## config.mk

```make
export PLATFORM = sky130hd
export DESIGN_NAME = phys_free_list
export DESIGN_NICKNAME = d
export VERILOG_FILES = /design/src/rtl/phys_free_list.sv
export SDC_FILE = /design/constraint.sdc
export NUM_CORES = 1
export LEC_CHECK = 0
export ABC_AREA = 0
export BUFFER_PORTS_ARGS = -buffer_cell sky130_fd_sc_hd__buf_2
export CORE_ASPECT_RATIO = 1.2
export CORE_UTILIZATION = 46
export CTS_CLUSTER_DIAMETER = 50
export DETAILED_ROUTE_END_ITERATION = 10
export GPL_TIMING_DRIVEN = 0
export PLACE_DENSITY_LB_ADDON = 0.08
export SETUP_SLACK_MARGIN = 0.05
export SYNTH_ARGS = -nofsm -noshare
export SYNTH_HDL_FRONTEND = slang
export SYNTH_SLANG_ARGS = --single-unit
```

## constraint.sdc

```tcl
create_clock -name clk -period 3.12 [get_ports clk]
set_input_delay 0.156 -clock clk [delete_from_list [all_inputs] [get_ports clk]]
set_output_delay 0.156 -clock clk [all_outputs]
set_load 0.01 [all_outputs]
```

## src/rtl/phys_free_list.sv

```systemverilog
// Circular free list of physical register tags for the rename stage.
// Speculative allocations are undone on flush by restoring the committed head.
module phys_free_list #(
    parameter int unsigned NUM_PHYS = 64,
    parameter int unsigned NUM_ARCH = 32,
    parameter int unsigned TAG_W    = 6
) (
    input  logic                                         clk,
    input  logic                                         reset,
    input  logic                                         stall,
    input  logic                                         flush,
    input  logic                                         alloc_req,
    output logic [TAG_W-1:0]                             alloc_tag,
    output logic                                         alloc_ok,
    input  logic                                         retire_valid,
    input  logic [TAG_W-1:0]                             retire_old_tag,
    output logic [$clog2(NUM_PHYS-NUM_ARCH+1)-1:0]       free_count
);

    localparam int unsigned DEPTH = NUM_PHYS - NUM_ARCH;
    localparam int unsigned IDX_W = $clog2(DEPTH);
    localparam int unsigned PTR_W = IDX_W + 1;
    localparam int unsigned CNT_W = $clog2(DEPTH + 1);

    logic [TAG_W-1:0] r_ring [DEPTH];
    logic [PTR_W-1:0] r_spec_head;
    logic [PTR_W-1:0] r_commit_head;
    logic [PTR_W-1:0] r_tail;
    logic [CNT_W-1:0] r_count;

    logic             w_alloc;
    logic             w_retire;
    logic [PTR_W-1:0] w_spec_head_nxt;
    logic [PTR_W-1:0] w_commit_head_nxt;
    logic [PTR_W-1:0] w_tail_nxt;
    logic [CNT_W-1:0] w_count_nxt;

    assign alloc_tag  = r_ring[r_spec_head[IDX_W-1:0]];
    assign alloc_ok   = (r_count != '0);
    assign free_count = r_count;

    // Flush folds in a same-cycle retire before rewinding the speculative head.
    always_comb begin
        w_alloc           = alloc_req && alloc_ok && !stall && !flush;
        w_retire          = retire_valid && !stall;
        w_commit_head_nxt = r_commit_head;
        w_tail_nxt        = r_tail;
        w_spec_head_nxt   = r_spec_head;
        w_count_nxt       = r_count;
        if (w_retire) begin
            w_commit_head_nxt = r_commit_head + PTR_W'(1);
            w_tail_nxt        = r_tail + PTR_W'(1);
        end
        if (flush) begin
            w_spec_head_nxt = w_commit_head_nxt;
            w_count_nxt     = CNT_W'(DEPTH);
        end else begin
            if (w_alloc) begin
                w_spec_head_nxt = r_spec_head + PTR_W'(1);
            end
            if (w_retire && !w_alloc) begin
                w_count_nxt = r_count + CNT_W'(1);
            end else if (w_alloc && !w_retire) begin
                w_count_nxt = r_count - CNT_W'(1);
            end
        end
    end

    always_ff @(posedge clk or negedge reset) begin
        if (!reset) begin
            r_spec_head   <= '0;
            r_commit_head <= '0;
            r_tail        <= '0;
            r_count       <= CNT_W'(DEPTH);
        end else begin
            r_spec_head   <= w_spec_head_nxt;
            r_commit_head <= w_commit_head_nxt;
            r_tail        <= w_tail_nxt;
            r_count       <= w_count_nxt;
        end
    end

    // Ring reloads with the non-architectural tags; retired old mappings land at tail.
    always_ff @(posedge clk or negedge reset) begin
        if (!reset) begin
            for (int unsigned i = 0; i < DEPTH; i++) begin
                r_ring[i] <= TAG_W'(NUM_ARCH + i);
            end
        end else if (w_retire) begin
            r_ring[r_tail[IDX_W-1:0]] <= retire_old_tag;
        end
    end

    a_count_range: assert property (@(posedge clk) disable iff (!reset)
        r_count <= CNT_W'(DEPTH));
    a_tail_tracks_commit: assert property (@(posedge clk) disable iff (!reset)
        r_tail[IDX_W-1:0] == r_commit_head[IDX_W-1:0]);
    a_retire_legal: assert property (@(posedge clk) disable iff (!reset)
        w_retire |-> (r_spec_head != r_commit_head));

endmodule

```

### Yosys cells after proc, flatten, opt, wreduce, memory -nomap -nowiden

Cells that the tools add are included.

| cells by class | value |
|---|---|
| $add $sub $neg | 5 |
| order comparisons | 3 |
| muxes and demuxes | 12 |
| bitwise operators | 2 |
| reductions and logical operators | 14 |

Operator list:

| cell | number |
|---|---|
| bitwise mux 192 bit | 1 |
| two-way mux 6 bit | 9 |
| binary-select mux 6 bit (select 5 bit) | 1 |
| demux 6 bit (select 5 bit) | 1 |
| adder 6 x 1 -> 6 bit (second input constant) | 4 |
| greater-or-equal comparator 6 bit (second input constant) | 2 |
| NOT 5 -> 6 bit | 2 |
| logical AND 1 bit | 7 |
| less-than comparator 6 x 1 -> 1 bit (second input constant) | 1 |
| nonzero test 6 bit | 1 |
| subtractor 6 x 1 -> 6 bit (second input constant) | 1 |
| logical NOT 1 bit | 4 |
| nonzero test 3 bit | 1 |
| nonzero test 2 bit | 1 |

| storage, ports and cells | value |
|---|---|
| register bits after elaboration | 216 |
| input port bits | 12 |
| output and inout bits | 13 |
| word-level logic and storage cells | 72 |

### Logic depth before layout (Yosys ltp)

Gate-level depths: netlist (run 1).

| depth | value |
|---|---|
| word-level depth | 8 |
| mapped depth | 11 |
| depth with buffers taken out | 11 |

### Worst setup path after synthesis (run 1)

OpenSTA, ideal clock, no wires.

| timing path | value |
|---|---|
| kind | register to register |
| start point | register r_count[1] (netlist: free_count[1]) |
| end point | register r_count[5] (netlist: free_count[5]) |
| library setup time | 0.088 ns |
| arrival time | 2.449 ns |
| data required time | 3.032 ns |
| setup slack | 0.583 ns |
| cell stages (with the launch flop) | 12 |
| path buffers | 0 |
| clock period less this slack | 2.537 ns |
| cells stage by stage | dfrtp_1 > nor4_2 > a21bo_1 > o21a_2 > inv_1 > ha_1 > a211oi_1 > o21bai_1 > a21oi_1 > xnor2_1 > nor3_1 > or3b_1 |

| on the way | value |
|---|---|
| cells in the longest elaborated chain, start to end | 8 |
| elaborated cells between the ends (all ways) | 13 |
| those cells by class | 2 x add/sub; 3 x mux; 8 x reduce/logical |

Ends and longest elaborated chain:

| what | line | source |
|---|---|---|
| start, declared | 29 | `logic [CNT_W-1:0] r_count;` |
| start signal, assigned | 74 | `r_count <= CNT_W'(DEPTH);` |
| start signal, assigned | 79 | `r_count <= w_count_nxt;` |
| branches (longest 8 deep; another with subtractor 6 x 1 -> 6 bit) | n/a |  |

Several ways; the timed one is not identified. The select of a mux whose other input is x is not followed.
A chain may end at the register's enable or synchronous reset.

### Final worst setup path (run 1)

| timing path | value |
|---|---|
| start point | register r_spec_head[1] |
| end point | output alloc_tag[0] |

| on the way | value |
|---|---|
| cells in the longest elaborated chain, start to end | 4 |

Ends and longest elaborated chain:

| what | line | source |
|---|---|---|
| start, declared | 26 | `logic [PTR_W-1:0] r_spec_head;` |
| start signal, assigned | 76 | `r_spec_head <= w_spec_head_nxt;` |
| NOT 5 -> 6 bit (implied by the code) | 38 | `assign alloc_tag = r_ring[r_spec_head[IDX_W-1:0]];` |
| binary-select mux 6 bit (select 5 bit) | 38 |  |
| two-way mux 6 bit (implied by the code) (2 in series) | 38 |  |
| end, declared | 13 | `output logic [TAG_W-1:0] alloc_tag,` |

No other way between the ends. The select of a mux whose other input is x is not followed.

==> metrics.md, run 1 <==
| Metric | Value |
|---|---|
| Status | `completed` |
| Setup slack of the most critical reg-to-reg path | `0.32 ns` |
| Worst hold slack across all endpoints | `0.0246 ns` |
| Worst slew margin relative to its limit | `42.7%` |
| Number of warnings issued by yosys | `0` |
| Maximum number of pins on one net before global-route repair | `130` |
| Number of DRC markers in iteration 0 | `359` |
| Global-route wire length before repair | `38300 um` |
| H-tree level count | `1` |
| Leading register cell type out of synthesis | `sky130_fd_sc_hd__dfstp_2` |
| Static power due to leakage | `5.09 nW` |
| Peak fanout along the critical path | `10` |
| Top cells by count, synth | `sky130_fd_sc_hd__mux2_2, sky130_fd_sc_hd__dfstp_2, sky130_fd_sc_hd__dfrtp_1, sky130_fd_sc_hd__mux2i_1, sky130_fd_sc_hd__nand2_1` |
| Vias in the first global route | `6673` |
| Total net switching power | `3.45 mW` |
| Vias post-DR | `6221` |
| Syn_nets | `748` |
| Number of clock buffers inserted by TritonCTS | `28` |
| Number of cells in the finished layout apart from fillers | `1084` |
| Number of inserted diodes | `0` |
| Worst vdd ir | `0.644 mV` |
| Syn Std Cell Area | `10200 um2` |
| Final setup vio count | `0` |
| Detail Placement HPWL | `17100 um` |
| Detailed-route wire length per cell | `22.8 um` |
| Total iterations of the first detailed-routing run | `4` |
| Clock edge transition at the registers on the reported setup and hold paths | `0.06 ns` |
| Post-synthesis cell type count | `38` |
| GRT Overall Usage | `23.1%` |
| Clock insertion delay at the later pin of the skew report | `0.53 ns` |
| Class of the most critical hold timing path | `in -> reg` |
| Fraction of power consumed by sequential logic | `39.0%` |
| Final instance area | `11800 um2` |
| Top-area cell type share of the netlist area | `29.2%` |
| Cell taking the most area after synthesis | `sky130_fd_sc_hd__dfstp_2` |
| Gate count after technology mapping | `725` |
| Crit share post-route | `94.4%` |
| Number of synthesized flops with an enable pin | `0` |
| Layout net count | `811` |
| MaxCap Viol Count | `0` |
| CTS Root Buffer Type | `sky130_fd_sc_hd__clkbuf_16` |
| Gate power share | `31.2%` |
| Final max-slew violation count | `0` |
| Required time of the critical path | `2.96 ns` |
| # IOs | `25` |
| Post CTS Setup Buffer Count | `0` |
| Chip height | `165 um` |
| Final hold vios | `0` |
| Fraction of final layout cells with drive strength greater than 1 | `53.7%` |
| Initial Util | `46.8%` |
| Sink count of the clock tree | `213` |
| Top cells by area, synth | `sky130_fd_sc_hd__dfstp_2, sky130_fd_sc_hd__dfrtp_1, sky130_fd_sc_hd__mux2_2` |
| Ratio of total power to cell area | `944 nW/um2` |
| Grt total ovfl | `0` |
| Number of rows in the core area | `59` |
| Clock Skew | `0.0163 ns` |
| Total wirelength of the detailed-routed design | `24700 um` |
| Setup WS pre-CTS | `0.329 ns` |
| Sequential cell area fraction in the yosys report | `53.8%` |
| Type of destination of the critical path | `output pin` |
| Int Pwr | `7.65 mW` |
| Placed Instances | `1024` |
| Share of total power consumed by net switching | `31.1%` |
| Post-synth ARST share | `100%` |
| Placer Congestion | `0.925` |
| Via-per-instance ratio | `5.74` |
| Fmax | `339 MHz` |
| Placeable core area | `21700 um2` |
| Number of buffers on the longest clock path | `3` |
| Critical Path Start Type | `flip-flop` |
| Data arrival, critical path | `2.79 ns` |
| Number of storage elements in the synthesis netlist | `213` |
| Classification of the worst setup path | `reg -> out` |
| Pin slew with the least headroom to its limit | `0.859 ns` |
| Count of nets left with antenna violations after detail routing | `0` |
| Minimum clock period | `2.95 ns` |
| Setup repair after global routing missed its margin | `true` |
| Syn_area_per_cell | `14.0 um2` |
| Initial antenna violation count | `0` |
| Die W | `138 um` |
| Post-layout worst setup margin | `0.174 ns` |
| DRC violation count after routing | `0` |
| DP Area | `10700 um2` |
| Part of the power in the clock network | `29.8%` |
| Most frequently used cell type in the post-synthesis netlist | `sky130_fd_sc_hd__mux2_2` |
| Growth of design area from synthesis to finish | `15.7%` |
| CTS tree | `yes` |
| Die ar. | `22700 um2` |
| Port buffer count | `24` |
[power by group through the flow]
stage / Sequential [mW] / Clock [mW] / Combinational (mW)
after detailed placement: 4.36 / 0 / 3.48
after global routing: 4.44 / 3.50 / 3.79
final: 4.33 / 3.31 / 3.46
after global placement: 4.29 / 0 / 3.38
after CTS: 4.32 / 3.39 / 3.49
after floorplan: 4.22 / 0 / 2.53
[cells by family (layout without fill, tap and decap cells)]
kind of cell             after synthesis  in the layout  synth area share, %
XOR/XNOR                              17             17                 1.46
AND/OR/NAND/NOR                      115            115                 5.33
flip-flops                           213            213                 53.8
adder cells (fa/ha/maj)               11             11                 1.43
AO/OA/AOI/OAI                         44             44                 2.67
multiplexers                         275            275                 33.1
buffers and inverters                 50            135                 2.15
[layer usage]
layer | wire length (um) | vias to the layer above | GRT usage, % | share of wire (%)
li1 | - | 2767 | - | -
met3 | 1130 | 48 | 4.02 | 4.6
met4 | 884 | 0 | 9.04 | 3.6
met2 | 12300 | 142 | 39.2 | 50
met1 | 10400 | 3264 | 29.2 | 42
met5 | 0 | - | 0 | 0
[final timing paths]
check / to / cells after the start / start
hold reg to reg: r_commit_head[4]$_DFF_PN0_ / 1 / r_commit_head[4]$_DFF_PN0_
setup reg to reg: free_count[5]$_DFFE_PN1P_ / 11 / free_count[1]$_DFFE_PN0P_
hold / removal: free_count[1]$_DFFE_PN0P_ / 4 / stall
max in group asynchronous: r_ring[18]$_DFFE_PN0P_ / 3 / reset
setup / recovery: alloc_tag[0] / 7 / r_spec_head[1]$_DFFE_PN0P_
min in group asynchronous: r_ring[187]$_DFFE_PN0P_ / 2 / reset
[registers in the layout, summed over array words and instances (netlist names)]
name           flops
r_commit_head      5
r_ring           192
r_tail             5
free_count         6
r_spec_head        5
[timing repair]
| action | 4_1_cts | 5_1_grt |
|---|---|---|
| hold endpoints to repair | 68 | 0 |
| hold buffers | 8 | 0 |
| resized for setup | 1 | 10 |
| setup endpoints to repair | 3 | 4 |
[critical path: stages, from the launching register on]
cell and delay, ns:
sky130_fd_sc_hd__dfrtp_1 0.36, sky130_fd_sc_hd__buf_2 0.34, sky130_fd_sc_hd__clkbuf_4 0.32, sky130_fd_sc_hd__mux4_2 0.32, sky130_fd_sc_hd__mux4_2 0.49, sky130_fd_sc_hd__nand2_1 0.12, sky130_fd_sc_hd__nand3_1 0.14, sky130_fd_sc_hd__buf_2 0.17
[stage by stage]
stage	TNS, ns	total power, mW	util, %
finish	0	11.1	54.2
detailed placement	0	7.84	49.2
global placement	-152.79	7.67	49.0
floorplan	0	6.75	-
global route	0	11.7	54.2
CTS	0	11.2	54.1
[placed cells by master (no fill, tap or decap), types with 4 or more instances in the layout]
master	n
sky130_fd_sc_hd__nand4_1	4
sky130_fd_sc_hd__inv_1	6
sky130_fd_sc_hd__nor2_1	24
sky130_fd_sc_hd__clkbuf_16	29
sky130_fd_sc_hd__xnor2_1	12
sky130_fd_sc_hd__mux4_2	30
sky130_fd_sc_hd__a21oi_1	15
sky130_fd_sc_hd__o21ai_0	9
sky130_fd_sc_hd__dfrtp_1	99
sky130_fd_sc_hd__mux2_2	193
sky130_fd_sc_hd__xor2_1	5
sky130_fd_sc_hd__nand3_1	32
sky130_fd_sc_hd__dlygate4sd3_1	8
sky130_fd_sc_hd__nand2_1	36
sky130_fd_sc_hd__ha_1	10
sky130_fd_sc_hd__mux2i_1	52
sky130_fd_sc_hd__clkbuf_1	28
sky130_fd_sc_hd__clkbuf_8	5
sky130_fd_sc_hd__a22oi_1	12
sky130_fd_sc_hd__dfstp_2	113
sky130_fd_sc_hd__clkinv_2	5
sky130_fd_sc_hd__buf_2	34
[cell type report]
type / instances / area (um2)
Fill cell: 1840 / 9940
Buffer: 44 / 209
Inverter: 6 / 22.5
Tap cell: 274 / 343
Timing Repair Buffer: 33 / 238
Sequential cell: 213 / 5470
Clock buffer: 37 / 806
Multi-Input combinational cell: 462 / 4490
Clock inverter: 15 / 183
Note: power is estimated with default switching activity, not from simulation.
==> run 2, diff against run 1 <==
CORE_UTILIZATION = 31   (was 46)
==> metrics.md, run 2 (synthesis gave the netlist of run 1 again) <==
| Metric | Value |
|---|---|
| Status | `completed` |
| Required time of the critical path | `2.96 ns (about the same)` |
| Placeable core area | `32300 um2 (+49%)` |
| Met2 Resource Use GR | `28.6% (-11 points)` |
| Number of DRC markers in iteration 0 | `172 (-52%)` |
| Final setup vio count | `0 (unchanged)` |
| Count of nets left with antenna violations after detail routing | `0 (unchanged)` |
| Detailed-route wire length per cell | `21.9 um (-4.2%)` |
| Final instance area | `11900 um2 (+1.4%)` |
| Worst slew margin relative to its limit | `35.7% (-7.1 points)` |
| Clock insertion delay at the later pin of the skew report | `0.54 ns (about the same)` |
| Worst vdd ir | `0.444 mV (-31%)` |
| Die W | `167 um (+21%)` |
| Fraction of final layout cells with drive strength greater than 1 | `53.7% (about the same)` |
| GRT Overall Usage | `16.3% (-6.7 points)` |
| Growth of design area from synthesis to finish | `17.3%` |
| Initial antenna violation count | `0 (unchanged)` |
| Clock edge transition at the registers on the reported setup and hold paths | `0.05 ns (about the same)` |
| Data arrival, critical path | `2.81 ns (+0.02 ns)` |
| Final hold vios | `0 (unchanged)` |
| Most frequent standard cell in the layout excluding fill and tap cells | `sky130_fd_sc_hd__mux2_2` |
| Placer Congestion | `0.804 (-13%)` |
| Clock Skew | `0.0100 ns (-0.00622 ns)` |
| Number of cells in the finished layout apart from fillers | `1222 (+13%)` |
| Chip height | `200 um (+22%)` |
| Setup repair after global routing missed its margin | `true` |
| Minimum clock period | `2.97 ns (+0.0197 ns)` |
| CTS Root Buffer Type | `sky130_fd_sc_hd__clkbuf_16` |
| Post-layout worst setup margin | `0.155 ns (-0.0197 ns)` |
| Number of rows in the core area | `72 (+22%)` |
| Initial Util | `31.5% (-15 points)` |
| Pin slew with the least headroom to its limit | `0.965 ns (+0.106 ns)` |
| Power, Total | `11.2 mW (+0.77%)` |
| DP Area | `10800 um2 (+1.6%)` |
| Vias post-DR | `6102 (-1.9%)` |
| Fraction of met1 tracks used by global routing | `20.7% (-8.4 points)` |
| MaxCap Viol Count | `0 (unchanged)` |
| Number of clock buffers inserted by TritonCTS | `30 (+7.1%)` |
| Placed Instances | `1157 (+13%)` |
| Port buffer count | `24 (unchanged)` |
| Sink count of the clock tree | `213 (unchanged)` |
| Detail Placement HPWL | `19000 um (+11%)` |
| Grt total ovfl | `0 (unchanged)` |
| Layout net count | `813 (+0.25%)` |
| Largest register FFs | `192 (unchanged)` |
| Classification of the worst setup path | `reg -> out` |
| CTS tree | `yes` |
| H-tree level count | `1 (unchanged)` |
| Post CTS Setup Buffer Count | `0 (unchanged)` |
| # IOs | `25 (unchanged)` |
| Met3 global-route usage | `2.11% (-1.9 points)` |
| Crit share post-route | `95.0% (+0.63 points)` |
| Worst hold slack across all endpoints | `0.0325 ns (+0.00788 ns)` |
| Die ar. | `33500 um2 (+48%)` |
| Final max-slew violation count | `0 (unchanged)` |
| Critical Path Start Type | `flip-flop` |
| Fmax | `337 MHz (-0.66%)` |
| Vias in the first global route | `6835 (+2.4%)` |
| Maximum number of pins on one net before global-route repair | `118 (-9.2%)` |
| Ratio of total power to cell area | `938 nW/um2 (-0.60%)` |
| Number of buffers on the longest clock path | `3 (unchanged)` |
| Total iterations of the first detailed-routing run | `4 (unchanged)` |
| Total wirelength of the detailed-routed design | `26700 um (+8.0%)` |
| Static power due to leakage | `5.09 nW (about the same)` |
| Peak-usage layer in the global routing report | `met2` |
| Class of the most critical hold timing path | `in -> reg` |
| Setup WS pre-CTS | `0.270 ns (-0.0582 ns)` |
| Peak fanout along the critical path | `10 (unchanged)` |
| Global-route wire length before repair | `41300 um (+7.6%)` |
| DRC violation count after routing | `0 (unchanged)` |
| Commonest cells after routing, fill and taps aside | `sky130_fd_sc_hd__mux2_2, sky130_fd_sc_hd__dfstp_2, sky130_fd_sc_hd__dfrtp_1` |
| Via-per-instance ratio | `4.99 (-13%)` |
| Biggest register | `r_ring` |
| Type of destination of the critical path | `output pin` |
-- run 2: cell count changes in the layout (fill, tap and decap cells not counted), sizes merged --
cell / delta
buf: +1
bufinv: -1
clkbuf: -1
clkinv: +3
clkinvlp: +1
diode: +1
inv: +1
-- run 2: path summary, 6_finish.rpt --
kind	startpoint	end	slack [ns]	cells after the start
max	r_spec_head[1]$_DFFE_PN0P_	alloc_tag[0]	0.15	7
min	stall	free_count[1]$_DFFE_PN0P_	0.03	4
max reg2reg	free_count[0]$_DFFE_PN0P_	free_count[5]$_DFFE_PN1P_	0.26	11
min reg2reg	r_commit_head[4]$_DFF_PN0_	r_commit_head[4]$_DFF_PN0_	0.47	1
max in group asynchronous	reset	r_ring[1]$_DFFE_PN1P_	1.87	3
min in group asynchronous	reset	r_ring[150]$_DFFE_PN0P_	0.26	2
-- run 2: report_power, final --
group	switching, mW	internal, mW
sequential	0.443	3.89
combinational	1.85	1.69
clock	1.29	2.02
total	3.59	7.60
-- run 2: worst max-delay path, cell delays in order, from the launching register on --
cell	delay [ns]
sky130_fd_sc_hd__dfrtp_1	0.37
sky130_fd_sc_hd__buf_4	0.26
sky130_fd_sc_hd__buf_2	0.33
sky130_fd_sc_hd__mux4_2	0.38
sky130_fd_sc_hd__mux4_2	0.51
sky130_fd_sc_hd__nand2_1	0.12
sky130_fd_sc_hd__nand3_1	0.13
sky130_fd_sc_hd__buf_2	0.17
-- run 2: what timing repair did --
action / 4_1_cts / 5_1_grt
setup endpoints to repair: 6 / 4
resized for setup: 4 / 7
hold endpoints to repair: 67 / 0
gates cloned: 0 / 0
hold buffers: 8 / 0
pin swaps: 0 / 0
-- run 2: metal layers --
metal  up-vias  share of wire [%]
li1       2771                  -
met1      3190                 44
met5         -                  0
met3        45                2.6
met4         0                2.7
met2        96                 51
-- run 2: layout make-up --
class	instances	area [um2]
clock buffers	37	808
multi-input cells	462	4480
flip-flops and latches	213	5470
inverters	6	22.5
plain buffers	44	216
diodes	1	2.50
fillers	3124	20300
well taps	407	509
clock inverters	19	181
repair buffers	33	238
-- run 2: metrics by stage --
stage,TNS (ns),utilization (%)
finish,0,37.0
global route,0,37.0
CTS,0,36.9
detailed placement,0,33.6
global placement,-190.66,33.5
floorplan,0,-
